### src/rtl/pmu_ahb_master.sv
// Single-transfer AHB-Lite initiator for PMU register access; zero-wait slave gives accept->rsp in 3 cycles.
// One command outstanding: req_ready_o stays low until the response pulse, and the response cannot be stalled.
module pmu_ahb_master #(
  parameter int                     HADDR_WIDTH = 32,
  parameter int                     HDATA_WIDTH = 32,
  parameter logic [HADDR_WIDTH-1:0] BASE_ADDR   = 32'h80100000,
  parameter int                     N_REGS      = 47,
  parameter int                     TIMEOUT     = 16,
  localparam int                    IDX_W       = $clog2(N_REGS)
) (
  input  logic                   clk_i,
  input  logic                   rstn_i,
  input  logic                   req_valid_i,
  output logic                   req_ready_o,
  input  logic                   req_write_i,
  input  logic [IDX_W-1:0]       req_idx_i,
  input  logic [HDATA_WIDTH-1:0] req_wdata_i,
  output logic                   rsp_valid_o,
  output logic [HDATA_WIDTH-1:0] rsp_rdata_o,
  output logic                   rsp_err_o,
  output logic                   hsel_o,
  output logic [HADDR_WIDTH-1:0] haddr_o,
  output logic                   hwrite_o,
  output logic [1:0]             htrans_o,
  output logic [2:0]             hsize_o,
  output logic [2:0]             hburst_o,
  output logic [3:0]             hprot_o,
  output logic                   hmastlock_o,
  output logic [HDATA_WIDTH-1:0] hwdata_o,
  input  logic                   hready_i,
  input  logic [1:0]             hresp_i,
  input  logic [HDATA_WIDTH-1:0] hrdata_i
);

  localparam int               CNT_W    = $clog2(TIMEOUT);
  localparam logic [CNT_W-1:0] CNT_LAST = CNT_W'(TIMEOUT - 1);
  localparam logic [IDX_W:0]   N_REGS_L = (IDX_W + 1)'(N_REGS);

  localparam logic [1:0] S_IDLE = 2'd0;
  localparam logic [1:0] S_ADDR = 2'd1;
  localparam logic [1:0] S_DATA = 2'd2;
  localparam logic [1:0] S_RESP = 2'd3;

  localparam logic [1:0] HTRANS_IDLE   = 2'b00;
  localparam logic [1:0] HTRANS_NONSEQ = 2'b10;
  localparam logic [1:0] HRESP_OKAY    = 2'b00;

  logic [1:0]             state_q, state_d;
  logic                   ready_q, ready_d;
  logic                   write_q, write_d;
  logic [HDATA_WIDTH-1:0] wdata_q, wdata_d;
  logic                   bad_q, bad_d;
  logic                   sticky_q, sticky_d;
  logic [CNT_W-1:0]       cnt_q, cnt_d;
  logic                   rsp_valid_q, rsp_valid_d;
  logic [HDATA_WIDTH-1:0] rsp_rdata_q, rsp_rdata_d;
  logic                   rsp_err_q, rsp_err_d;
  logic                   hsel_q, hsel_d;
  logic [1:0]             htrans_q, htrans_d;
  logic [HADDR_WIDTH-1:0] haddr_q, haddr_d;
  logic                   hwrite_q, hwrite_d;
  logic [HDATA_WIDTH-1:0] hwdata_q, hwdata_d;

  logic                   done;
  logic                   done_err;
  logic [HDATA_WIDTH-1:0] done_rdata;

  always_comb begin
    state_d     = state_q;
    ready_d     = ready_q;
    write_d     = write_q;
    wdata_d     = wdata_q;
    bad_d       = bad_q;
    sticky_d    = sticky_q;
    cnt_d       = cnt_q;
    hsel_d      = hsel_q;
    htrans_d    = htrans_q;
    haddr_d     = haddr_q;
    hwrite_d    = hwrite_q;
    hwdata_d    = hwdata_q;
    rsp_valid_d = 1'b0;
    rsp_rdata_d = '0;
    rsp_err_d   = 1'b0;
    done        = 1'b0;
    done_err    = 1'b0;
    done_rdata  = '0;

    case (state_q)
      S_IDLE: begin
        if (req_valid_i && ready_q) begin
          ready_d  = 1'b0;
          write_d  = req_write_i;
          wdata_d  = req_wdata_i;
          sticky_d = 1'b0;
          cnt_d    = '0;
          if ({1'b0, req_idx_i} < N_REGS_L) begin
            bad_d    = 1'b0;
            state_d  = S_ADDR;
            hsel_d   = 1'b1;
            htrans_d = HTRANS_NONSEQ;
            haddr_d  = BASE_ADDR + HADDR_WIDTH'({req_idx_i, 2'b00});
            hwrite_d = req_write_i;
          end else begin
            // Out-of-range index spends one silent cycle in DATA so the error
            // answer lands two cycles after accept with the bus left idle.
            bad_d   = 1'b1;
            state_d = S_DATA;
          end
        end
      end
      S_ADDR: begin
        if (hready_i) begin
          state_d  = S_DATA;
          hsel_d   = 1'b0;
          htrans_d = HTRANS_IDLE;
          hwdata_d = write_q ? wdata_q : '0;
        end
      end
      S_DATA: begin
        if (bad_q) begin
          done     = 1'b1;
          done_err = 1'b1;
        end else if (hready_i) begin
          done     = 1'b1;
          done_err = sticky_q | (hresp_i != HRESP_OKAY);
          if (!done_err && !write_q) done_rdata = hrdata_i;
        end else if (cnt_q == CNT_LAST) begin
          done     = 1'b1;
          done_err = 1'b1;
        end else begin
          cnt_d = cnt_q + CNT_W'(1);
          if (hresp_i != HRESP_OKAY) sticky_d = 1'b1;
        end
        if (done) begin
          state_d     = S_RESP;
          rsp_valid_d = 1'b1;
          rsp_err_d   = done_err;
          rsp_rdata_d = done_rdata;
        end
      end
      S_RESP: begin
        state_d = S_IDLE;
        ready_d = 1'b1;
      end
      default: state_d = S_IDLE;
    endcase
  end

  always_ff @(posedge clk_i or negedge rstn_i) begin
    if (!rstn_i) begin
      state_q     <= S_IDLE;
      ready_q     <= 1'b1;
      write_q     <= 1'b0;
      wdata_q     <= '0;
      bad_q       <= 1'b0;
      sticky_q    <= 1'b0;
      cnt_q       <= '0;
      rsp_valid_q <= 1'b0;
      rsp_rdata_q <= '0;
      rsp_err_q   <= 1'b0;
      hsel_q      <= 1'b0;
      htrans_q    <= HTRANS_IDLE;
      haddr_q     <= '0;
      hwrite_q    <= 1'b0;
      hwdata_q    <= '0;
    end else begin
      state_q     <= state_d;
      ready_q     <= ready_d;
      write_q     <= write_d;
      wdata_q     <= wdata_d;
      bad_q       <= bad_d;
      sticky_q    <= sticky_d;
      cnt_q       <= cnt_d;
      rsp_valid_q <= rsp_valid_d;
      rsp_rdata_q <= rsp_rdata_d;
      rsp_err_q   <= rsp_err_d;
      hsel_q      <= hsel_d;
      htrans_q    <= htrans_d;
      haddr_q     <= haddr_d;
      hwrite_q    <= hwrite_d;
      hwdata_q    <= hwdata_d;
    end
  end

  assign req_ready_o = ready_q;
  assign rsp_valid_o = rsp_valid_q;
  assign rsp_rdata_o = rsp_rdata_q;
  assign rsp_err_o   = rsp_err_q;
  assign hsel_o      = hsel_q;
  assign haddr_o     = haddr_q;
  assign hwrite_o    = hwrite_q;
  assign htrans_o    = htrans_q;
  assign hwdata_o    = hwdata_q;
  assign hsize_o     = 3'b010;
  assign hburst_o    = 3'b000;
  assign hprot_o     = 4'b0011;
  assign hmastlock_o = 1'b0;

endmodule

### config.mk
export PLATFORM = sky130hd
export DESIGN_NAME = pmu_ahb_master
export DESIGN_NICKNAME = d
export VERILOG_FILES = /design/src/rtl/pmu_ahb_master.sv
export SDC_FILE = /design/constraint.sdc
export NUM_CORES = 1
export LEC_CHECK = 0
export ABC_CLOCK_PERIOD_IN_PS = 2490
export BUFFER_PORTS_ARGS = -buffer_cell sky130_fd_sc_hd__buf_2
export CAP_MARGIN = 15
export CORE_ASPECT_RATIO = 2
export CORE_MARGIN = 10
export CORE_UTILIZATION = 48
export DETAILED_ROUTE_END_ITERATION = 10
export GPL_TIMING_DRIVEN = 0
export PLACE_DENSITY = 0.83
export SYNTH_ARGS = -nofsm -noshare
export SYNTH_HDL_FRONTEND = slang
export SYNTH_SLANG_ARGS = --single-unit
export TNS_END_PERCENT = 30
### constraint.sdc
create_clock -name clk_i -period 2.49 [get_ports clk_i]
set_input_delay 0.249 -clock clk_i [delete_from_list [all_inputs] [get_ports clk_i]]
set_output_delay 0.249 -clock clk_i [all_outputs]
set_load 0.05 [all_outputs]
; ---- Word-level counts from Yosys, hierarchy flattened
; Index checks and enable logic that the tools add are counted.
[word_totals]
out_inout_bits = 114
mem_bits_rw = 0
in_bits = 77
reg_bits = 144
latchBits = 0
n_memories = 0
mem_bits_ro = 0
[classes]
div = 0
shifts = 0
reduce_logical = 17
n_eq_ne = 12
n_bitwise = 1
order_cmp = 1
n_addsub = 2
mul = 0
mux = 42
[op_table]
columns = op, count
row1 = 32-bit two-way mux, 6
row2 = 32-bit by 8-bit adder with 32-bit output (first input constant), 1
row3 = 1-bit two-way mux, 19
row4 = 4-bit two-way mux, 4
row5 = 2-bit != test (second input constant), 8
row6 = 2-bit two-way mux, 7
row7 = 2-bit case mux with 4 select lines, 1
row8 = 4-bit case mux with 2 select lines, 1
row9 = 2-bit nonzero test, 4
row10 = 6-bit < comparator (second input constant), 1
row11 = 1-bit case mux with 2 select lines, 3
row12 = 2-bit AND reduction, 3
row13 = 3-bit AND reduction, 2
row14 = 6-bit AND reduction, 1
row15 = 5-bit AND reduction, 1
row16 = 4-bit by 1-bit adder with 4-bit output (second input constant), 1
row17 = 2-bit equality test (second input constant), 2
row18 = 4-bit equality test (second input constant), 1
row19 = 2-bit case mux with 2 select lines, 1
row20 = 4-bit AND reduction, 1
row21 = 2-bit by 1-bit equality test with 1-bit output (second input constant), 1
row22 = 1-bit logical AND, 2
row23 = 1-bit logical NOT, 2
row24 = 2-bit logical NOT, 1
row25 = 1-bit bitwise OR, 1

; ---- Longest topological paths before layout
; Gate-level depths: netlist of the first run.
[depth]
ltp_word = 9
mapped_depth = 7
depth_no_buf = 5

; ---- Least setup slack after synthesis of the first run
; OpenSTA, ideal clock, no wires.
[synth_path]
path_kind = reg-to-reg
from = register state_q[0]
to = register state_q[0]
t_required_ns = 2.363
stages_incl_launch_ff = 6
t_arrival_ns = 1.612
path_slack_ns = 0.751
period_less_slack_ns = 1.739
path_cell_list = dfrtp_1 -> inv_1 -> ha_1 -> nor3b_4 -> a222oi_1 -> mux2_1
[synth_via]
elab_chain_len = 3
word_cells_on_any_way = 9
[synth_lines]
columns = element, line_no
row1 = from (decl), 48  ; logic [1:0] state_q, state_d;
row2 = from (signal assigned), 167  ; state_q <= state_d;
row3 = "2-bit equality test, or another cell as far along", 88  ; case (state_q)
row4 = 2-bit != test (no line), --
row5 = 3-bit AND reduction (no line), --
; Parallel ways exist; a longest one is shown, timed or not.
; A chain may end at the register's enable or synchronous reset.

; ---- Worst setup path after layout of the first run
; Ends and elaborated chain as after synthesis.

==> reports/results.ini, run 1 <==
[status]
outcome=complete, no violations

[clock_network]
numCtsBuffers=17
cts_root_buffer=clkbuf_16
clk_path_buf_depth=2
cts_tree=yes
cts_setup_buffers=0
insertion_delay_ns=0.40
cts_sinks=117
cts_max_level=4
clk_pin_slew_ns=0.05

[worst_setup_path]
critPathRequiredTime_ns=2.77
r2r_slack_ns=0.53
cp-start-kind=flip-flop
critPathCaptureType=flip-flop
worstPathArrival_ns=2.24
crit_type=flip-flop to flip-flop
crit_fanout=9

[finish]
num_antenna_cells=0
final.fill_count=729
nets=694
area_growth_pct=37.1
final_area_sq_um=6530
utilization_pct=67.4
drive_above_1_share_pct=44.2

[logic_synthesis]
ys_warn_count=0
ys_types=38
synth_area_sq_um=4760
async_flop_share_pct=100
synth.top_cells.by_count=dfrtp_1, nand2_1, mux2_2
yosysSeqAreaShare_pct=61.5
synth_top_area_cell=dfrtp_1
synth_xor_area_share_pct=0
synth_seq_cells=117
yosysMostFrequentCell=dfrtp_1
synthSimpleGateAreaFrac_pct=12.0
yosysTopAreaCellShare_pct=60.9
synth_fa_ha_area_share_pct=1.31
syn_avg_cell_area_sq_um=11.8
synth_top_flop_cell=dfrtp_1
synth_top_family_by_area=simple AND/OR/NAND/NOR gates
synth.area.mux_share_pct=9.88
synth_edf_count=0
synth_compound_area_share_pct=6.83
synth_cells=404
netlist_top_cells_area=dfrtp_1, mux2_2, buf_4, nand2_1, and2_1

[placement]
hpwl_mm=9.46
place_area_sq_um=5840
place.gp.congestion=0.823
portBuffers=153
post-place-ws_ns=0.562

[route]
drtPass1Iterations=5
wirelength_mm=12.1
ant_nets=0
vias_per_cell=4.67
drt_iter0_markers=120
dr_total_vias=3535
wl_per_cell_um=16.0
drc=0

[flow_run]
drv_cap=0

[floorplanning]
dieArea_sq_um=14600
rows=51
initial_core_util_pct=49.1
ios=191
die-width_um=90.4
die_h_um=161
coreArea_sq_um=9700

[timing]
rsz0062_at_grt=no
worst_slew_pin_slew_ns=0.905
period_minus_slack_ns=1.96
fin_skew_ns=0.0105
fin_crit_sh_pct=78.6
setup_ws_ns=0.532
hold_viol_final=0
setup_viol=0
slew_viol_final=0
max_freq_mhz=511
slew_headroom_pct=39.7

[power]
ir_drop_v=0.000899
leakage_nw=3.51
p_per_area_nw_per_um2=1270

[global_route]
grt_pass1_vias=3993
grt_max_degree=73
grt_pass1_wl_mm=19.6
track_usage_pct=16.9
grt.overflow.total=0
antenna_found_initial=0

[min_path]
hp-class=input pin to flip-flop

[worst max-delay path, cell delays in order, from the launching register on]
cell and delay (ns):
dfrtp_1 0.39, inv_1 0.08, ha_1 0.29, nor3b_4 0.20
a222oi_1 0.51, mux2_1 0.37
[sequential cells by signal, summed over array words and instances, names as in the netlist]
| signal | cells |
|---|---|
| bad_q | 1 |
| cnt_q | 4 |
| write_q | 1 |
| hwdata_o | 32 |
| rsp_valid_o | 1 |
| haddr_o | 7 |
| state_q | 2 |
| htrans_o | 1 |
| sticky_q | 1 |
| wdata_q | 32 |
| hwrite_o | 1 |
| rsp_rdata_o | 32 |
| req_ready_o | 1 |
| rsp_err_o | 1 |
[layout make-up]
cell class	instances	area, sq um	share of cell area, %
repair buffers	155	798	12.2
multi-input cells	256	1570	24.0
clock buffers	17	425	6.51
flip-flops and latches	117	2930	44.8
plain buffers	58	369	5.65
well taps	132	165	2.53
inverters	7	26.3	0.402
clock inverters	15	253	3.87
[cells in the final DEF (no fill, tap or decap), types with 2 or more instances in the layout]
cell type / n
nand2_1: 70
buf_4: 39
clkinv_4: 4
clkbuf_2: 3
buf_2: 156
inv_6: 2
or2b_1: 3
mux2i_1: 2
clkbuf_1: 13
and2_1: 32
mux2_2: 39
conb_1: 36
o21ai_0: 36
clkinvlp_4: 2
ha_1: 5
clkbuf_16: 17
nor2_1: 3
nand3_1: 3
bufinv_16: 6
a31oi_1: 6
inv_1: 7
dfrtp_1: 116
a21oi_1: 2
[worst paths after layout]
kind                                   start              end  cells after the start
worst min-delay path            hrdata_i[21]  rsp_rdata_o[21]                      2
worst max-delay path              state_q[0]       state_q[0]                      5
worst max register to register    state_q[0]       state_q[0]                      5
max in group asynchronous             rstn_i      req_ready_o                      3
worst min register to register   hwdata_o[1]      hwdata_o[1]                      2
min in group asynchronous             rstn_i  rsp_rdata_o[14]                      2
[routing by layer]
metal  GRT usage (%)  wire [um]  up-vias  part of all wire [%]
met5               0          0        -                     0
li1                -          -     1678                     -
met1            15.8       4300     1679                    36
met2            30.4       6560      162                    54
met3            7.42       1050       16                   8.7
met4            7.86        193        0                   1.6
[power breakdown]
group | switching (mW) | internal [mW] | leakage, nW
Combinational | 1.87 | 0.875 | 1.67
Clock | 0.873 | 1.89 | 0.324
Sequential | 0.319 | 2.48 | 1.52
[kinds of logic (layout without fill, tap and decap cells)]
| family | after synthesis | in the layout |
|---|---|---|
| and+or+nand+nor | 118 | 118 |
| adders and majority gates | 5 | 5 |
| AOI/OAI and AO/OA | 55 | 55 |
| muxes | 42 | 42 |
| DFF | 117 | 117 |
| buffers and inverters | 65 | 252 |
| other | 2 | 36 |
[through the flow]
step                hold slack, ns  power [mW]  cells  TNS (ns)
CTS                         0.0367        8.36    757         0
global route                0.0385        8.71    757         0
detailed placement           0.426        5.57    724         0
finish                      0.0517        8.30    757         0
floorplan                  -0.0466        4.85    438         0
global placement             0.454        5.43    723     -8.44
[what timing repair did]
item | 4_1_cts | 5_1_grt
gates resized for setup | 0 | 0
hold buffers | 1 | 0
hold endpoints to repair | 8 | 0
(Power assumes the default switching activity.)
==> inputs of run 2 (changes only) <==
Settings changed: ABC_AREA from default to 1, ABC_CLOCK_PERIOD_IN_PS 2490 to 1850, CORE_UTILIZATION 48 to 49, PLACE_DENSITY 0.83 to 0.84.
Clock period 2.49 ns to 1.85 ns, I/O delays scaled along.
==> run 2 against run 1 <==
Against the previous run:
- sequential share of layout area fell by 3.4 points
- critical endpoint is now wdata_q[27]
- setup slack lost 0.35 ns
- wire length is 17% higher
- synthesized area is 7.0% higher
- first-iteration DRC count rose by 16%
- hold slack got worse by 0.039 ns
- clock skew hardly changed
- non-clock buffer count rose by 31
- die area increased by 4.0%
- clock power grew 18%
- power up 41%
- register-to-register slack lost 0.35 ns
==> reports/results.ini, run 2 <==
[status]
outcome=complete, no violations

[route]
vias_per_cell=4.64  ; -0.74%
dr_total_vias=4130  ; +17%
ant_nets=0  ; unchanged
wirelength_mm=14.2  ; +17%
drc=0  ; unchanged
drtPass1Iterations=4  ; -1
drt_iter0_markers=139  ; +16%
wl_per_cell_um=15.9  ; -0.54%

[finish]
final_common_cell=nand2_1
nets=824  ; +19%
final.fill_count=762  ; +4.5%
drive_above_1_share_pct=37.9  ; -6.3 points
area_growth_pct=38.7
layout_common_cells=nand2_1, buf_2, dfrtp_1

[floorplanning]
coreArea_sq_um=10100  ; +4.6%
die_h_um=164  ; +2.1%
ios=191  ; unchanged
die-width_um=92.1  ; +1.9%
dieArea_sq_um=15100  ; +4.0%
initial_core_util_pct=50.2  ; +1.1 points
rows=52  ; +2.0%

[worst_setup_path]
critPathCaptureType=flip-flop
setup.worst_path.end=wdata_q[27]
critPathRequiredTime_ns=2.18  ; -0.59 ns
reg2reg_depth=8  ; +3
max_stage_delay_ns=0.42  ; -0.09 ns
crit_type=flip-flop to flip-flop
r2r-start=state_q[0]
crit_fanout=10  ; +1
cp-start-kind=flip-flop
r2r_end=wdata_q[27]
crit_chain=inv_1 -> ha_1 -> nand3_4 -> inv_2 -> buf_6 -> buf_6 -> nand2_1 -> nand2_1
worstPathArrival_ns=2.00  ; -0.24 ns
setup.worst_path.start=state_q[0]
critPathSlowestCell=dfrtp_1
r2r_slack_ns=0.18  ; -0.35 ns

[timing]
max_freq_mhz=598  ; +17%
whs_ns=0.0130  ; -0.0386 ns
slew_viol_final=0  ; unchanged
rsz0062_at_grt=no
hold_viol_final=0  ; unchanged
fin_skew_ns=0.0103  ; -0.000237 ns
worst_slew_pin_slew_ns=0.781  ; -0.123 ns
setup_viol=0  ; unchanged
slew_headroom_pct=47.9  ; +8.2 points
fin_crit_sh_pct=90.3  ; +12 points
period_minus_slack_ns=1.67  ; -0.287 ns

[logic_synthesis]
yosysSeqAreaShare_pct=57.5  ; -4.0 points
syn_avg_cell_area_sq_um=10.0  ; -15%
async_flop_share_pct=100  ; unchanged
ys_types=31  ; -18%
yosysTopAreaCellShare_pct=56.9  ; -4.0 points
yosysMostFrequentCell=nand2_1
synth_cells=508  ; +26%
synth_top_area_cell=dfrtp_1
synth.area.mux_share_pct=0  ; -9.9 points
ys_warn_count=0  ; unchanged
synth_area_sq_um=5100  ; +7.0%
synth_top_flop_cell=dfrtp_1
netlist_top_cells_area=dfrtp_1, nand2_1, nor3b_2, buf_4, o21ai_1
synth_seq_cells=117  ; unchanged
synth_fa_ha_area_share_pct=1.23  ; -0.086 points
synthSimpleGateAreaFrac_pct=25.7  ; +14 points
synth_xor_area_share_pct=0.172  ; +0.17 points
synth_top_family_by_area=simple AND/OR/NAND/NOR gates
synth.top_cells.by_count=nand2_1, dfrtp_1, buf_4
synth_edf_count=0  ; unchanged
synth_compound_area_share_pct=4.98  ; -1.8 points

[placement]
place.gp.congestion=0.862  ; +4.7%
hpwl_mm=10.7  ; +14%
portBuffers=154  ; +0.65%

[clock_network]
cts_tree=yes
insertion_delay_ns=0.40  ; about the same
cts_max_level=4  ; unchanged
numCtsBuffers=17  ; unchanged
clk_path_buf_depth=2  ; unchanged
cts_root_buffer=clkbuf_16
cts_setup_buffers=0  ; unchanged
clk_pin_slew_ns=0.05  ; about the same
cts_sinks=117  ; unchanged

[global_route]
antenna_found_initial=0  ; unchanged
grt_max_degree=60  ; -18%
track_usage_pct=18.6  ; +1.7 points
grt_pass1_wl_mm=22.2  ; +13%
grt.overflow.total=0  ; unchanged
grt_pass1_vias=4547  ; +14%

[power]
leakage_nw=3.83  ; +9.4%
p_per_area_nw_per_um2=1650  ; +30%
finalPower_mw=11.7  ; +41%
ir_drop_v=0.00113  ; +25%

[flow_run]
drv_cap=0  ; unchanged

[min_path]
hp-class=input pin to flip-flop

## run 2: worst min-delay path by stage
stage / from / to / slack, ns / cells past startpoint
floorplan: rstn_i / bad_q / -0.11 / 0
detailed placement: rstn_i / wdata_q[26] / 0.31 / 1
global route: req_wdata_i[16] / wdata_q[16] / 0.01 / 3
global placement: req_wdata_i[5] / wdata_q[5] / 0.38 / 3
CTS: req_wdata_i[4] / wdata_q[4] / 0.0009 / 3
finish: req_wdata_i[4] / wdata_q[4] / 0.01 / 3
## run 2: where the power goes
group | leakage, nW | total, mW | internal [mW] | switching, mW
Combinational | 1.98 | 4.57 | 1.21 | 3.36
Sequential | 1.55 | 3.84 | 3.38 | 0.460
Clock | 0.305 | 3.26 | 2.18 | 1.08
Total | 3.83 | 11.7 | 6.77 | 4.90
## run 2: per-stage QoR
| step | cell area, sq um | setup TNS (ns) | utilization [%] | worst slack (ns) | cells |
|---|---|---|---|---|---|
| after global routing | 7070 | 0 | 69.6 | 0.0665 | 890 |
| after detailed placement | 6190 | 0 | 61.0 | 0.135 | 832 |
| after global placement | 6160 | -74.09 | 60.7 | -0.646 | 831 |
| after floorplan | 5230 | 0 | - | 0.405 | 542 |
| final | 7070 | 0 | 69.7 | 0.179 | 891 |
| after CTS | 7060 | 0 | 69.6 | 0.109 | 890 |
## run 2: metal layers
layer	track usage [%]	wire (um)	share of wire, %
met3	6.17	750	5.3
met1	17.5	4990	35
met4	8.46	295	2.1
met5	0	0	0
met2	35.0	8150	57
## run 2: layout make-up
type	instances	area, sq um	area share, %
Antenna cell	1	2.50	0.0354
Buffer	63	462	6.53
Clock buffer	23	508	7.18
Clock inverter	9	97.6	1.38
Inverter	17	63.8	0.902
Multi-Input combinational cell	345	1780	25.1
Sequential cell	117	2930	41.4
Tap cell	135	169	2.39
Timing Repair Buffer	181	1060	15.0
## run 2: timing repair
action,4_1_cts,5_1_grt
endpoints found under the hold margin,82,0
resized for setup,0,1
endpoints found under the setup margin,0,3
hold buffers,26,0
## run 2: critical path, delay by kind of cell (launching register included)
kind | cells | cell delay (ns)
flip-flops | 1 | 0.42
AND/OR/NAND/NOR | 3 | 0.31
buffers and inverters | 4 | 0.59
adder cells (fa/ha/maj) | 1 | 0.29
## run 2: kinds of logic (layout without fill, tap and decap cells)
kind of cell | after synthesis | in the layout
AOI/OAI and AO/OA | 47 | 47
DFF | 117 | 117
other | 2 | 37
and+or+nand+nor | 256 | 256
xor gates and xnor gates | 1 | 1
adders and majority gates | 5 | 5
buffers and inverters | 80 | 293
